## config.mk

```make
export PLATFORM = sky130hd
export DESIGN_NAME = alu_writeback_stage
export DESIGN_NICKNAME = d
export VERILOG_FILES = /design/src/rtl/alu_writeback_stage.sv
export SDC_FILE = /design/constraint.sdc
export NUM_CORES = 1
export LEC_CHECK = 0
export ABC_AREA = 1
export CELL_PAD_IN_SITES_DETAIL_PLACEMENT = 0
export CELL_PAD_IN_SITES_GLOBAL_PLACEMENT = 2
export CORE_MARGIN = 3
export CORE_UTILIZATION = 30
export CTS_BUF_LIST = sky130_fd_sc_hd__clkbuf_16
export DETAILED_ROUTE_END_ITERATION = 16
export GPL_TIMING_DRIVEN = 0
export PLACE_DENSITY_LB_ADDON = 0.1
export SYNTH_ARGS = -nofsm -noshare
export SYNTH_HDL_FRONTEND = slang
export SYNTH_SLANG_ARGS = --single-unit
```

## constraint.sdc

```tcl
create_clock -name clk -period 2.97 [get_ports clk]
set_input_delay 0.594 -clock clk [delete_from_list [all_inputs] [get_ports clk]]
set_output_delay 0.594 -clock clk [all_outputs]
set_load 0.1 [all_outputs]
```

## src/rtl/alu_writeback_stage.sv

```systemverilog
// ALU writeback stage: 2-entry in-order result FIFO feeding the register file, plus Z/N/C/V flags.
// Define WB_FORWARD_EN to add a forwarding lookup over the buffered entries.
module alu_writeback_stage #(
    parameter int WORD_SIZE  = 19,
    parameter int REG_ADDR_W = 4
) (
    input  logic                  clk,
    input  logic                  rst,
    input  logic                  in_valid,
    output logic                  in_ready,
    input  logic [4:0]            in_opcode,
    input  logic [WORD_SIZE-1:0]  in_result,
    input  logic                  in_carry,
    input  logic                  in_ovf,
    input  logic [REG_ADDR_W-1:0] in_dest,
    output logic                  rf_we,
    output logic [REG_ADDR_W-1:0] rf_waddr,
    output logic [WORD_SIZE-1:0]  rf_wdata,
    input  logic                  rf_ready,
    output logic [3:0]            flags,
    output logic [1:0]            occupancy,
    output logic [15:0]           retire_count
`ifdef WB_FORWARD_EN
    ,
    input  logic [REG_ADDR_W-1:0] fwd_addr,
    output logic                  fwd_hit,
    output logic [WORD_SIZE-1:0]  fwd_data
`endif
);

    localparam logic [4:0] OP_NOP = 5'h1F;

    logic [WORD_SIZE-1:0]  res_mem  [2];
    logic [REG_ADDR_W-1:0] dest_mem [2];
    logic [1:0]            carry_mem;
    logic [1:0]            ovf_mem;
    logic [1:0]            keep_flags_mem;
    logic                  rd_ptr;
    logic                  wr_ptr;
    logic                  tail_ptr;
    logic [1:0]            count;
    logic                  push;
    logic                  pop;

    // A NOP is handshaken like any result but never enters the FIFO.
    assign in_ready  = (count != 2'd2) && !rst;
    assign push      = in_valid && in_ready && (in_opcode != OP_NOP);
    assign rf_we     = (count != 2'd0) && !rst;
    assign pop       = rf_we && rf_ready;
    assign rf_waddr  = dest_mem[rd_ptr];
    assign rf_wdata  = res_mem[rd_ptr];
    assign occupancy = count;
    assign tail_ptr  = ~rd_ptr;

    always_ff @(posedge clk) begin
        if (push) begin
            res_mem[wr_ptr]        <= in_result;
            dest_mem[wr_ptr]       <= in_dest;
            carry_mem[wr_ptr]      <= in_carry;
            ovf_mem[wr_ptr]        <= in_ovf;
            keep_flags_mem[wr_ptr] <= in_opcode[4];
        end
    end

    always_ff @(posedge clk) begin
        if (rst) begin
            count        <= 2'd0;
            rd_ptr       <= 1'b0;
            wr_ptr       <= 1'b0;
            flags        <= 4'b0000;
            retire_count <= 16'h0000;
        end else begin
            if (push) begin
                wr_ptr <= ~wr_ptr;
            end
            if (pop) begin
                rd_ptr       <= ~rd_ptr;
                retire_count <= retire_count + 16'd1;
                if (!keep_flags_mem[rd_ptr]) begin
                    flags <= {rf_wdata == '0, rf_wdata[WORD_SIZE-1],
                              carry_mem[rd_ptr], ovf_mem[rd_ptr]};
                end
            end
            case ({push, pop})
                2'b10:   count <= count + 2'd1;
                2'b01:   count <= count - 2'd1;
                default: count <= count;
            endcase
        end
    end

`ifdef WB_FORWARD_EN
    // Head is checked first so a matching younger tail entry overrides it.
    always_comb begin
        fwd_hit  = 1'b0;
        fwd_data = '0;
        if (count != 2'd0 && dest_mem[rd_ptr] == fwd_addr) begin
            fwd_hit  = 1'b1;
            fwd_data = res_mem[rd_ptr];
        end
        if (count == 2'd2 && dest_mem[tail_ptr] == fwd_addr) begin
            fwd_hit  = 1'b1;
            fwd_data = res_mem[tail_ptr];
        end
    end
`else
    logic unused_tail;
    assign unused_tail = tail_ptr;
`endif

endmodule

```

==> out/metrics.cfg <==
[route]
routed_wl_um=7110
postRouteAntennaNets=0
dr.pass1.iters=4
drc=0
drt-wirelength-per-cell_um=13.2
drt-initial-drc-count=91
viasPerCell=4.31
vias=2319

[die]
die-area_um2=11900
die_x_um=109
initial_core_util_pct=31.6
coreArea_um2=10000
pin_count=81
rows=36
die_y_um=109

[clock_tree]
post_cts_buffers=0
cts.sinks=77
clockRootBuffer=clkbuf_16
cts_buffer_depth=2
h-tree-depth=3
cts_buffers=9
clkSlewWorstSetupHoldPaths_ns=0.06
clock_latency_ns=0.33
cts_tree=yes

[cells_and_area]
area_growth_pct=39.4
final_common_cell=nand2_1
nFillCells=988
stdcell_count=538
most-common-layout-cells=nand2_1, clkdlybuf4s50_1, edfxtp_1
fin_nets=436
layout-drive-gt1-share_pct=13.1
n_antenna_cell=0

[run_status]
status=finished clean

[place]
port_buffers=79
place_hpwl_um=4990
dp.cells=522
place_ws_ns=0.268
place_congestion=0.743

[global_route]
grt.met3_usage_pct=3.37
grt_busiest_layer=met2
grt_pass1_vias=2308
grt.met2_usage_pct=20.8
use_met1_pct=15.8
track_usage_pct=12.8
antenna_found_initial=0
grt_max_degree=27
overflow=0
grt_first_pass_wirelength_um=11400

[worst_setup_path]
path_class=reg -> out
crit_fanout=10
critPathLaunchType=flop
worstPathRequired_ns=2.38
end_kind=output pin
crit_arrival_ns=2.25

[sta]
hold_viol=0
period_share_pct=95.7
fmax_mhz=352
finClkSkew_ns=0.00804
finalSetupViolCount=0
finalSetupTns_ns=0
tightestPinTransition_ns=0.984
period_needed_ns=2.84
grt_setup_unrepaired=false
holdWs_ns=0.501
slew-limit-headroom_pct=34.2
setup_slack_ns=0.127
slew_viol_final=0

[synthesis]
synthCells=310
synth_fp_nets=346
ys_top_cells_by_area=edfxtp_1, dfxtp_1, nand2_1
syn_avg_cell_area_um2=10.2
synth_area_um2=3180
ys_types=25
yosysTopAreaCell=edfxtp_1
synth_seq_cells=77
synth_top_area_share_pct=49.2
synth_warnings=0
yosysSeqAreaShare_pct=64.9

[power]
power.density_nw_per_um2=614
ir_drop_mv=0.221
p_leak_nw=1.64

[worst_hold_path]
holdCritPathClass=reg -> reg

[job]
maxCapViolCount=0

[path summary, 6_finish.rpt]
| path | start | endpoint | slack [ns] | cells after the start |
|---|---|---|---|---|
| min | retire_count[14]$_SDFFE_PP0P_ | retire_count[14]$_SDFFE_PP0P_ | 0.50 | 2 |
| max reg2reg | occupancy[0]$_SDFFE_PP0P_ | res_mem[1][18]$_DFFE_PP_ | 1.00 | 4 |
| min reg2reg | retire_count[14]$_SDFFE_PP0P_ | retire_count[14]$_SDFFE_PP0P_ | 0.50 | 2 |
| max | flop | rf_wdata[1] | 0.13 | 6 |
[repair_timing]
action / CTS / global route
hold endpoints to repair: 0 / 0
hold buffers: 0 / 0
endpoints found under the setup margin: 10 / 0
resized for setup: 10 / 0
[cells in the mapped netlist]
| cell type | n |
|---|---|
| nand2_1 | 81 |
| nand3_1 | 12 |
| a21oi_1 | 18 |
| nor3_1 | 4 |
| nor2_4 | 1 |
| buf_6 | 5 |
| inv_1 | 27 |
| buf_2 | 3 |
| nor2_1 | 26 |
| clkbuf_2 | 1 |
| dfxtp_1 | 25 |
| a31oi_1 | 3 |
| nand4_1 | 3 |
| nor2_2 | 3 |
| xor2_1 | 2 |
| o21a_1 | 1 |
| edfxtp_1 | 52 |
| nor3_4 | 1 |
| o211ai_1 | 1 |
| nand3_2 | 1 |
| nand2_2 | 17 |
| o21ai_1 | 1 |
| o21ai_0 | 19 |
| inv_4 | 1 |
| ha_1 | 2 |
[flip-flops by register name, summed over array words and instances, names as in the netlist, named ones only]
| name | count |
|---|---|
| wr_ptr | 1 |
| carry_mem | 2 |
| dest_mem | 8 |
| flags | 4 |
| occupancy | 2 |
| res_mem | 38 |
| rd_ptr | 1 |
| keep_flags_mem | 2 |
| ovf_mem | 2 |
| retire_count | 16 |
[through the flow]
| step | area [um^2] | utilization [%] | total power, mW |
|---|---|---|---|
| after floorplan | 3210 | - | 1.60 |
| after CTS | 4430 | 44.1 | 2.76 |
| final | 4430 | 44.1 | 2.72 |
| after global placement | 4160 | 41.5 | 1.76 |
| after detailed placement | 4160 | 41.5 | 1.76 |
| after global routing | 4430 | 44.1 | 2.83 |
[per-layer routing]
| layer | share of wire (%) | up-vias | routed length (um) |
|---|---|---|---|
| met3 | 5.7 | 9 | 404 |
| li1 | - | 1220 | - |
| met1 | 45 | 1036 | 3220 |
| met5 | 0 | - | 0 |
| met4 | 1.5 | 0 | 104 |
| met2 | 48 | 54 | 3380 |
[area by class of cell]
class | count | area [um^2] | area share [%]
well taps | 133 | 166 | 3.76
multi-input cells | 196 | 960 | 21.7
plain buffers | 9 | 76.3 | 1.72
repair buffers | 79 | 778 | 17.6
inverters | 28 | 108 | 2.43
clock inverters | 7 | 51.3 | 1.16
clock buffers | 9 | 225 | 5.09
flip-flops and latches | 77 | 2060 | 46.6
[report_power, final]
part / switching, mW / internal [mW] / total (mW) / leakage [nW]
registers: 0.0138 / 1.18 / 1.20 / 0.679
logic: 0.393 / 0.130 / 0.522 / 0.836
clock network: 0.432 / 0.566 / 0.998 / 0.125
[kinds of logic (layout without fill, tap and decap cells)]
group | Yosys count | count (layout) | synth area share [%]
and+or+nand+nor | 149 | 149 | 20.9
DFF | 77 | 77 | 64.9
AOI/OAI and AO/OA | 43 | 43 | 7.05
buffers and inverters | 37 | 132 | 5.79
adders and majority gates | 2 | 2 | 0.788
xor gates and xnor gates | 2 | 2 | 0.552
[worst max-delay path: stages (launching register included)]
cell,delay [ns]
dfxtp_1,0.30
buf_6,0.14
buf_6,0.14
nand2_1,0.06
o21ai_0,0.10
inv_1,0.06
clkdlybuf4s50_1,1.12
Power figures use the tool's default switching activity.
